File: src/rtl/reaction_session_ctrl_pkg.sv
// Shared encodings and constants for the reaction-timer session controller.
package reaction_session_ctrl_pkg;

    typedef enum logic [2:0] {
        IDLE   = 3'd0,
        LIGHTS = 3'd1,
        HOLD   = 3'd2,
        GO     = 3'd3,
        RESULT = 3'd4,
        FAULT  = 3'd5,
        DONE   = 3'd6
    } state_t;

    localparam logic [9:0] FAULT_PATTERN  = 10'h155;
    localparam logic [9:0] ALL_ON         = 10'h3FF;
    localparam int         MAX_MS_DEFAULT = 9999;

    function automatic logic [13:0] sat_inc(input logic [13:0] v, input logic [13:0] lim);
        return (v >= lim) ? lim : v + 14'd1;
    endfunction

endpackage

File: src/rtl/reaction_session_ctrl_ms_downcounter.sv
// 12-bit loadable millisecond down-counter; holds at zero and flags it.
module ms_downcounter (
    input  logic        clk,
    input  logic        rst,
    input  logic        tick,
    input  logic        load,
    input  logic [11:0] load_val,
    output logic        zero
);

    logic [11:0] cnt_q;
    logic [11:0] cnt_d;

    always_comb begin
        cnt_d = cnt_q;
        if (load) begin
            cnt_d = load_val;
        end else if (tick && (cnt_q != 12'd0)) begin
            cnt_d = cnt_q - 12'd1;
        end
    end

    always_ff @(posedge clk or posedge rst) begin
        if (rst) begin
            cnt_q <= 12'd0;
        end else begin
            cnt_q <= cnt_d;
        end
    end

    assign zero = (cnt_q == 12'd0);

endmodule

File: src/rtl/reaction_session_ctrl.sv
// Multi-round reaction test sequencer: light-up, random hold, ms timing,
// false-start detection and best/average bookkeeping.
module reaction_session_ctrl
    import reaction_session_ctrl_pkg::*;
#(
    parameter int N_ROUNDS      = 4,
    parameter int LIGHT_STEP_MS = 500,
    parameter int MIN_HOLD_MS   = 1000,
    parameter int RESULT_MS     = 2000,
    parameter int MAX_MS        = MAX_MS_DEFAULT
) (
    input  logic        CLOCK_50,
    input  logic        reset,
    input  logic        tick_ms,
    input  logic        start,
    input  logic        react,
    input  logic [13:0] prbs,
    output logic [9:0]  leds,
    output logic [13:0] disp_value,
    output logic [2:0]  round_idx,
    output logic        false_start,
    output logic        done
);

    // Intervals are loaded one short because expiry is taken on the tick seen at zero.
    localparam int          AVG_SH    = $clog2(N_ROUNDS);
    localparam logic [11:0] STEP_LD   = 12'(LIGHT_STEP_MS - 1);
    localparam logic [11:0] RES_LD    = 12'(RESULT_MS - 1);
    localparam logic [11:0] HOLD_BASE = 12'(MIN_HOLD_MS - 1);
    localparam logic [13:0] MAX_V     = 14'(MAX_MS);
    localparam logic [2:0]  LAST_RND  = 3'(N_ROUNDS - 1);

    state_t      state_q, state_d;
    logic [9:0]  leds_q, leds_d;
    logic [13:0] disp_q, disp_d;
    logic [2:0]  round_q, round_d;
    logic        fs_q, fs_d;
    logic        done_q, done_d;
    logic [13:0] best_q, best_d;
    logic [16:0] sum_q, sum_d;
    logic [13:0] count_q, count_d;
    logic        sel_q, sel_d;

    logic        ld;
    logic [11:0] ld_val;
    logic        tmr_zero;
    logic        expire;
    logic        new_sess;
    logic        record;
    logic        prbs_unused;

    assign prbs_unused = ^prbs[13:11];
    assign expire      = tick_ms & tmr_zero;

    ms_downcounter u_tmr (
        .clk      (CLOCK_50),
        .rst      (reset),
        .tick     (tick_ms),
        .load     (ld),
        .load_val (ld_val),
        .zero     (tmr_zero)
    );

    always_comb begin
        state_d  = state_q;
        leds_d   = leds_q;
        disp_d   = disp_q;
        round_d  = round_q;
        best_d   = best_q;
        sum_d    = sum_q;
        count_d  = count_q;
        sel_d    = sel_q;
        ld       = 1'b0;
        ld_val   = STEP_LD;
        new_sess = 1'b0;
        record   = 1'b0;

        case (state_q)
            IDLE: begin
                if (start) new_sess = 1'b1;
            end
            LIGHTS: begin
                if (react) begin
                    state_d = FAULT;
                    leds_d  = FAULT_PATTERN;
                    disp_d  = 14'd0;
                end else if (expire) begin
                    leds_d = {leds_q[8:0], 1'b1};
                    ld     = 1'b1;
                    if (leds_d == ALL_ON) begin
                        state_d = HOLD;
                        ld_val  = HOLD_BASE + {1'b0, prbs[10:0]};
                    end
                end
            end
            HOLD: begin
                if (react) begin
                    state_d = FAULT;
                    leds_d  = FAULT_PATTERN;
                    disp_d  = 14'd0;
                end else if (expire) begin
                    state_d = GO;
                    leds_d  = 10'd0;
                    count_d = 14'd0;
                    disp_d  = 14'd0;
                end
            end
            GO: begin
                // A response in a tick cycle keeps the pre-tick count.
                if (react) begin
                    record = 1'b1;
                end else if (tick_ms) begin
                    count_d = sat_inc(count_q, MAX_V);
                    disp_d  = count_d;
                    if (count_d == MAX_V) record = 1'b1;
                end
            end
            RESULT: begin
                if (expire) begin
                    leds_d = 10'd0;
                    if (round_q == LAST_RND) begin
                        state_d = DONE;
                        disp_d  = best_q;
                        sel_d   = 1'b0;
                    end else begin
                        state_d = LIGHTS;
                        round_d = round_q + 3'd1;
                        disp_d  = 14'd0;
                        ld      = 1'b1;
                    end
                end
            end
            FAULT: begin
                if (start) begin
                    state_d = LIGHTS;
                    leds_d  = 10'd0;
                    disp_d  = 14'd0;
                    ld      = 1'b1;
                end
            end
            DONE: begin
                if (start) begin
                    new_sess = 1'b1;
                end else if (react) begin
                    sel_d  = ~sel_q;
                    disp_d = sel_d ? 14'(sum_q >> AVG_SH) : best_q;
                end
            end
            default: begin
                state_d = IDLE;
            end
        endcase

        if (record) begin
            state_d = RESULT;
            disp_d  = count_d;
            sum_d   = sum_q + {3'b000, count_d};
            if (count_d < best_q) best_d = count_d;
            ld      = 1'b1;
            ld_val  = RES_LD;
        end

        if (new_sess) begin
            state_d = LIGHTS;
            leds_d  = 10'd0;
            disp_d  = 14'd0;
            round_d = 3'd0;
            sum_d   = 17'd0;
            best_d  = MAX_V;
            sel_d   = 1'b0;
            ld      = 1'b1;
        end

        fs_d   = (state_d == FAULT);
        done_d = (state_d == DONE);
    end

    always_ff @(posedge CLOCK_50 or posedge reset) begin
        if (reset) begin
            state_q <= IDLE;
            leds_q  <= 10'd0;
            disp_q  <= 14'd0;
            round_q <= 3'd0;
            fs_q    <= 1'b0;
            done_q  <= 1'b0;
            best_q  <= MAX_V;
            sum_q   <= 17'd0;
            count_q <= 14'd0;
            sel_q   <= 1'b0;
        end else begin
            state_q <= state_d;
            leds_q  <= leds_d;
            disp_q  <= disp_d;
            round_q <= round_d;
            fs_q    <= fs_d;
            done_q  <= done_d;
            best_q  <= best_d;
            sum_q   <= sum_d;
            count_q <= count_d;
            sel_q   <= sel_d;
        end
    end

    assign leds        = leds_q;
    assign disp_value  = disp_q;
    assign round_idx   = round_q;
    assign false_start = fs_q;
    assign done        = done_q;

endmodule

File: config.mk
export PLATFORM = sky130hd
export DESIGN_NAME = reaction_session_ctrl
export DESIGN_NICKNAME = d
export VERILOG_FILES = /design/src/rtl/reaction_session_ctrl_pkg.sv /design/src/rtl/reaction_session_ctrl_ms_downcounter.sv /design/src/rtl/reaction_session_ctrl.sv
export SDC_FILE = /design/constraint.sdc
export NUM_CORES = 1
export LEC_CHECK = 0
export ABC_AREA = 1
export CORE_MARGIN = 1
export CORE_UTILIZATION = 27
export DETAILED_ROUTE_END_ITERATION = 12
export GPL_TIMING_DRIVEN = 0
export HOLD_SLACK_MARGIN = 0.08
export PLACE_DENSITY = 0.52
export RECOVER_POWER = 100
export SLEW_MARGIN = 20
export SYNTH_ARGS = -nofsm -noshare
export SYNTH_HDL_FRONTEND = slang
export SYNTH_HIERARCHICAL = 1
export SYNTH_SLANG_ARGS = --single-unit
File: constraint.sdc
create_clock -name CLOCK_50 -period 5.3 [get_ports CLOCK_50]
set_input_delay 0.795 -clock CLOCK_50 [delete_from_list [all_inputs] [get_ports CLOCK_50]]
set_output_delay 0.795 -clock CLOCK_50 [all_outputs]
set_load 0.05 [all_outputs]
======== After elaboration in Yosys (flattened, before gate mapping) ========
Cells that the tools add are included.
cells by class
  reductions and logical operators ........ 19
  muxes and demuxes ....................... 73
  bitwise logic cells ..................... 2
  equality and inequality tests ........... 26
  $lt $le $gt $ge ......................... 2
  add/sub/neg operators ................... 5
operators with widths
  kind                    number
  $mux 14                 21
  $mux 12                 7
  $pmux 14 s6             1
  $mux 10                 6
  $mux 3                  14
  $pmux 10 s4             1
  $mux 17                 2
  $ne 4x4->1 const B      8
  $pmux 14 s2             1
  $add 17x14->17          1
  $mux 1                  17
  $eq 3x3->1 const B      5
  $ne 3x3->1 const B      5
  $pmux 3 s5              1
  $add 14x1->14 const B   1
  $eq 14x14->1 const B    1
  $ge 14x14->1 const B    1
  $lt 14x14->1            1
  $add 10x11->12 const A  1
  $logic_not 12->1        1
  $reduce_bool 12->1      1
  $sub 12x1->12 const B   1
  $reduce_bool 2->1       5
  $eq 3x2->1 const B      3
  20 further kinds        21
word-level totals
  output and inout port bits .............. 29
  logic and storage cells ................. 138
  bits in registers ....................... 90

======== Logic depth before layout (Yosys ltp) ========
  depth after elaboration ................. 10
  mapped depth ............................ 24
  mapped depth without buffers ............ 24

======== Cells and area by module ========
The synthesis kept the hierarchy.
by module, submodules not included
  module                 instances  cells an instance  sequential area each (µm²)  area each (µm²)
  reaction_session_ctrl  1          835                1,936.9                     5,835.6
  ms_downcounter         1          141                300.3                       919.6

======== Worst setup path after synthesis ========
OpenSTA, ideal clock, no wires.
  kind .................................... register to register
  start point ............................. reg u_tmr.cnt_q[0]
  end point ............................... reg best_q[5]
  path slack .............................. 1,954 ps
  stages on the path, launching flop included .. 24
  data arrival time ....................... 3,228 ps
  period minus slack after synthesis ...... 3,346 ps
  setup time .............................. 118 ps
  path through ............................ dfrtp_1 -> inv_1 -> ha_1 -> nand3_1 -> nor3_1 -> nand2_1 -> inv_1 -> nor2_1 -> inv_1 -> o211ai_1 -> nand2_1 -> inv_1 -> nor2_1 -> inv_1 -> ha_1 -> a21oi_1 -> o21ai_0 -> nand3_1 -> a21oi_1 -> a211oi_1 -> nand3_2 -> buf_6 -> nand3_1 -> nand2_1
on the way
  longest elaborated chain between the ends .. 8
  elaborated cells on any way between the ends .. 11
  those cells by class .................... order compare (1); mux (6); bitwise (1); reduce/logical (3)
RTL lines
  item                         line                                        text
  from (decl)                  reaction_session_ctrl_ms_downcounter.sv:11  logic [11:0] cnt_q;
  from (signal assigned)       reaction_session_ctrl_ms_downcounter.sv:27  cnt_q <= cnt_d;
  $logic_not 12->1             reaction_session_ctrl_ms_downcounter.sv:31  assign zero = (cnt_q == 12'd0);
  via tmr_zero                 reaction_session_ctrl.sv:46                 logic tmr_zero;
  $and 1x1->1                  reaction_session_ctrl.sv:53                 assign expire = tick_ms & tmr_zero;
  $mux 14                      reaction_session_ctrl.sv:101                end else if (expire) begin
  $mux 14                      reaction_session_ctrl.sv:97                 if (react) begin
  $pmux 14 s2                  reaction_session_ctrl.sv:78                 case (state_q)
  via count_d[9]               reaction_session_ctrl.sv:41                 logic [13:0] count_q, count_d;
  $lt 14x14->1                 reaction_session_ctrl.sv:158                if (count_d < best_q) best_d = count_d;
  $reduce_bool 2->1 (no line)  --
  $reduce_and 2->1 (no line)   --
  to (signal assigned)         reaction_session_ctrl.sv:197                best_q <= best_d;
  to (decl)                    reaction_session_ctrl.sv:39                 logic [13:0] best_q, best_d;
The timed path passes the listed nets, and every way through them passes these cells. The select of a mux whose other input is x is not followed.
A chain may end at the register's enable or synchronous reset.

======== Worst setup path after layout ========
  start point ............................. in tick_ms
  end point ............................... reg best_q[7]
on the way
  longest elaborated chain between the ends .. 7
  elaborated cells on any way between the ends .. 16
  those cells by class .................... order compare (1); mux (11); bitwise (1); reduce/logical (3)
RTL lines
  item                                                    line                          text
  from (decl)                                             reaction_session_ctrl.sv:14   input logic tick_ms,
  $and 1x1->1                                             reaction_session_ctrl.sv:53
  $mux 14                                                 reaction_session_ctrl.sv:101
  $mux 14                                                 reaction_session_ctrl.sv:97
  $pmux 14 s2 (*)                                         reaction_session_ctrl.sv:78
  via count_d[7]                                          reaction_session_ctrl.sv:41
  $lt 14x14->1 or $mux 14 (tied branches)                 reaction_session_ctrl.sv:158
  $reduce_bool 2->1 (no line) or $mux 14 (tied branches)  --
  $reduce_and 2->1 (no line) or $mux 14 (tied branches)   --
Mark *: on every way through the listed nets, which the timed path passes. The rest lies on a longest branch. The select of a mux whose other input is x is not followed.

==> impl_metrics.json <==
{
  "io_buffers": 44,
  "antenna_found_initial": 0,
  "worstMarginPinSlew_ps": 2130,
  "drv_slew": 80,
  "hold_slack_ps": 473,
  "setup_viol": 0,
  "tns_ps": 0,
  "diodes": 0,
  "crit_arrival_ps": 4960,
  "rows": 57,
  "post_dp_cell_area_um2": 7620,
  "holdPathStages": 2,
  "fin_cells": 1361,
  "routedWlPerCell_um": 14.8,
  "max_cap_violations": 2,
  "cts.repair.resized": 0,
  "rsz0062_at_grt": "no",
  "totalWireLength_mm": 20.2,
  "max_freq_mhz": 211,
  "path_max_fanout": 10,
  "synth_area_um2": 6760,
  "place_ws_ps": 463,
  "final_area_um2": 7780,
  "die_x_um": 160,
  "hold_violations": 0,
  "worstSetupStartpointType": "input port",
  "yosysTopAreaCell": "dfrtp_1",
  "htreeDepth": 3,
  "nets": 1089,
  "cts_tree": "built",
  "final.min_clock_period_ps": 4730,
  "grt-ovfl-total": 0,
  "core_area_um2": 24500,
  "p_int_mw": 1.60,
  "cts_hold_buf": 0,
  "grt_max_degree": 41,
  "ys.flop_type": "dfrtp_1",
  "drive_gt1_share_pct": 6.56,
  "synth_nets": 1033,
  "p_sw_share_pct": 46.6,
  "yosys_warnings": 6,
  "synth-seq-cells": 89,
  "p_clk_share_pct": 20.9,
  "vdd_drop_max_uv": 181,
  "worst-setup-path-type": "in -> reg",
  "p_comb_share_pct": 46.7,
  "syn_avg_cell_area_um2": 6.92,
  "io_pins": 48,
  "routed_via_density": 4.78,
  "seq_power_share_pct": 32.3,
  "violations": "max-capacitance violations, max-slew violations",
  "start_util_pct": 27.6,
  "p_switching_mw": 1.40,
  "endpoint_kind": "register",
  "worst_ep_required_time_ps": 5530,
  "hold_class": "reg -> reg",
  "grt_pass1_wl_mm": 32.7,
  "ff2ff_path_depth": 21,
  "cts_buffer_depth": 2,
  "synth_edf_count": 0,
  "status": "complete, but fails checks",
  "synth-seq-area-share_pct": 33.1,
  "hpwlAfterDp_mm": 15.9,
  "grt_pass1_vias": 6100,
  "die_area_um2": 25700,
  "timing.final.ws_setup_ps": 566,
  "vias": 6506,
  "antenna_left": 0,
  "postSynthCellCount": 976,
  "numClockSinks": 89,
  "final.period_utilization_pct": 89.3,
  "syn2layout_area_growth_pct": 15.1,
  "static-leakage-power_nw": 3.89,
  "total_power_mw": 3.00,
  "cts_root_buf": "clkbuf_16",
  "power_density_nw_per_um2": 386,
  "max-slew-margin-rel_pct": -41.8,
  "grtUsageTotal_pct": 16.2,
  "synth_area_leaders": "dfrtp_1 30%, nand2_1 14%, inv_1 7.4%",
  "place.gp.congestion": 0.912,
  "first_pass_iters": 5,
  "ys_types": 49,
  "clkSlewWorstSetupHoldPaths_ps": 60,
  "clock-skew-final_ps": 13.5,
  "tritoncts.num_buffers": 9,
  "async_flop_share_pct": 100,
  "fin_util_pct": 31.8,
  "synth_top_area_share_pct": 30.0,
  "drtIter0Drc": 386,
  "cts_setup_buffers": 0,
  "die_h_um": 160,
  "drc": 0,
  "worst_skew_pair.late_latency_ps": 360,
  "numPlacedInstances": 1345
}
[routing by layer]
layer / GRT usage (%) / share of wire (%)
met1: 22.4 / 49
met5: 0 / 0
met4: 4.81 / 1.4
met2: 26.0 / 46
met3: 2.42 / 4.1
[synth_stat cells, drive strengths merged (3+ instances only)]
master and n:
ha 37, nand4 16, and2 3, a21oi 30, dfrtp 81, a31oi 3, o21a 3, buf 17
nor3 16, o21bai 3, o21ai 60, clkbuf 5, nand3 104, xnor2 7, o22ai 23, a211oi 3
nand2 271, o211ai 3, inv 145, a221oi 7, o2111ai 3, xor2 12, dfstp 8, nor2 100
[cells in the final DEF (no fill, tap or decap), types with 3 or more instances in the layout]
| cell | instances |
|---|---|
| a211oi_1 | 3 |
| nor2_1 | 90 |
| dfstp_2 | 8 |
| dlygate4sd3_1 | 31 |
| nand2_1 | 265 |
| nand3_1 | 102 |
| o21ai_0 | 52 |
| clkinv_2 | 3 |
| nor2_2 | 10 |
| clkbuf_16 | 9 |
| buf_2 | 4 |
| a31oi_1 | 3 |
| xor2_1 | 12 |
| clkbuf_1 | 14 |
| o211ai_1 | 3 |
| o22ai_1 | 23 |
| buf_1 | 3 |
| a221oi_1 | 7 |
| a21oi_1 | 29 |
| inv_2 | 9 |
| xnor2_1 | 7 |
| nand2_2 | 4 |
| inv_1 | 134 |
| ha_1 | 37 |
| nor3_1 | 15 |
| o2111ai_1 | 3 |
| clkdlybuf4s50_1 | 13 |
| dfrtp_1 | 81 |
| o21bai_1 | 3 |
| o21ai_2 | 6 |
| nand4_1 | 16 |
| o21a_1 | 3 |
[power by group through the flow]
stage	clock (mW)	combinational (mW)	sequential (mW)
3_3_place_gp	0	1.44	0.985
2_1_floorplan	0	1.01	1.03
3_5_place_dp	0	1.45	0.985
4_1_cts	0.644	1.46	0.973
6_report	0.628	1.40	0.971
5_1_grt	0.665	1.59	0.987
[state kept, by name, summed over array words and instances, names as in the netlist]
| name | flops |
|---|---|
| sum_q | 16 |
| best_q | 14 |
| count_q | 14 |
| disp_value | 14 |
| u_tmr/cnt_q | 12 |
| leds | 10 |
| round_idx | 3 |
| state_q | 3 |
| done | 1 |
| false_start | 1 |
| sel_q | 1 |
[path summary, 6_finish.rpt]
kind / slack [ps] / end / from
worst max-delay path: 570 / best_q[7] / tick_ms
worst min-delay path: 470 / disp_value[12] / disp_value[12]
min in group asynchronous: 960 / u_tmr/cnt_q[5] / reset
worst min register to register: 470 / disp_value[12] / disp_value[12]
max in group asynchronous: 1200 / count_q[9] / reset
worst max register to register: 580 / u_tmr/cnt_q[0] / count_q[0]
[layout make-up]
cell class / count / area (um2)
Fill cell: 2683 / 16700
Sequential cell: 89 / 2240
Clock buffer: 10 / 239
Clock inverter: 6 / 41.3
Timing Repair Buffer: 45 / 444
Multi-Input combinational cell: 718 / 3750
Inverter: 147 / 556
Buffer: 22 / 103
Tap cell: 324 / 405
[critical path, stage by stage]
cell           delay [ps]
dlygate4sd3_1         680
nand2_1               260
inv_1                 140
nor2_1                150
inv_1                 130
o211ai_1              310
inv_1                 160
o21ai_0               560
ha_1                  370
a21oi_1               180
o21ai_0               100
nand3_1                80
a21oi_1                70
a211oi_1              310
nand3_1               290
buf_6                 250
nand3_1                70
nand2_1                60
[cell families after synthesis]
| logic type | Yosys count | share of synthesized area, % |
|---|---|---|
| AND/OR/NAND/NOR | 515 | 34.0 |
| AO/OA/AOI/OAI | 146 | 13.3 |
| XOR/XNOR | 19 | 2.46 |
| buffers and inverters | 169 | 9.96 |
| adder cells (fa/ha/maj) | 38 | 7.15 |
| flip-flops | 89 | 33.1 |
Note: power is estimated with default switching activity, not from simulation.
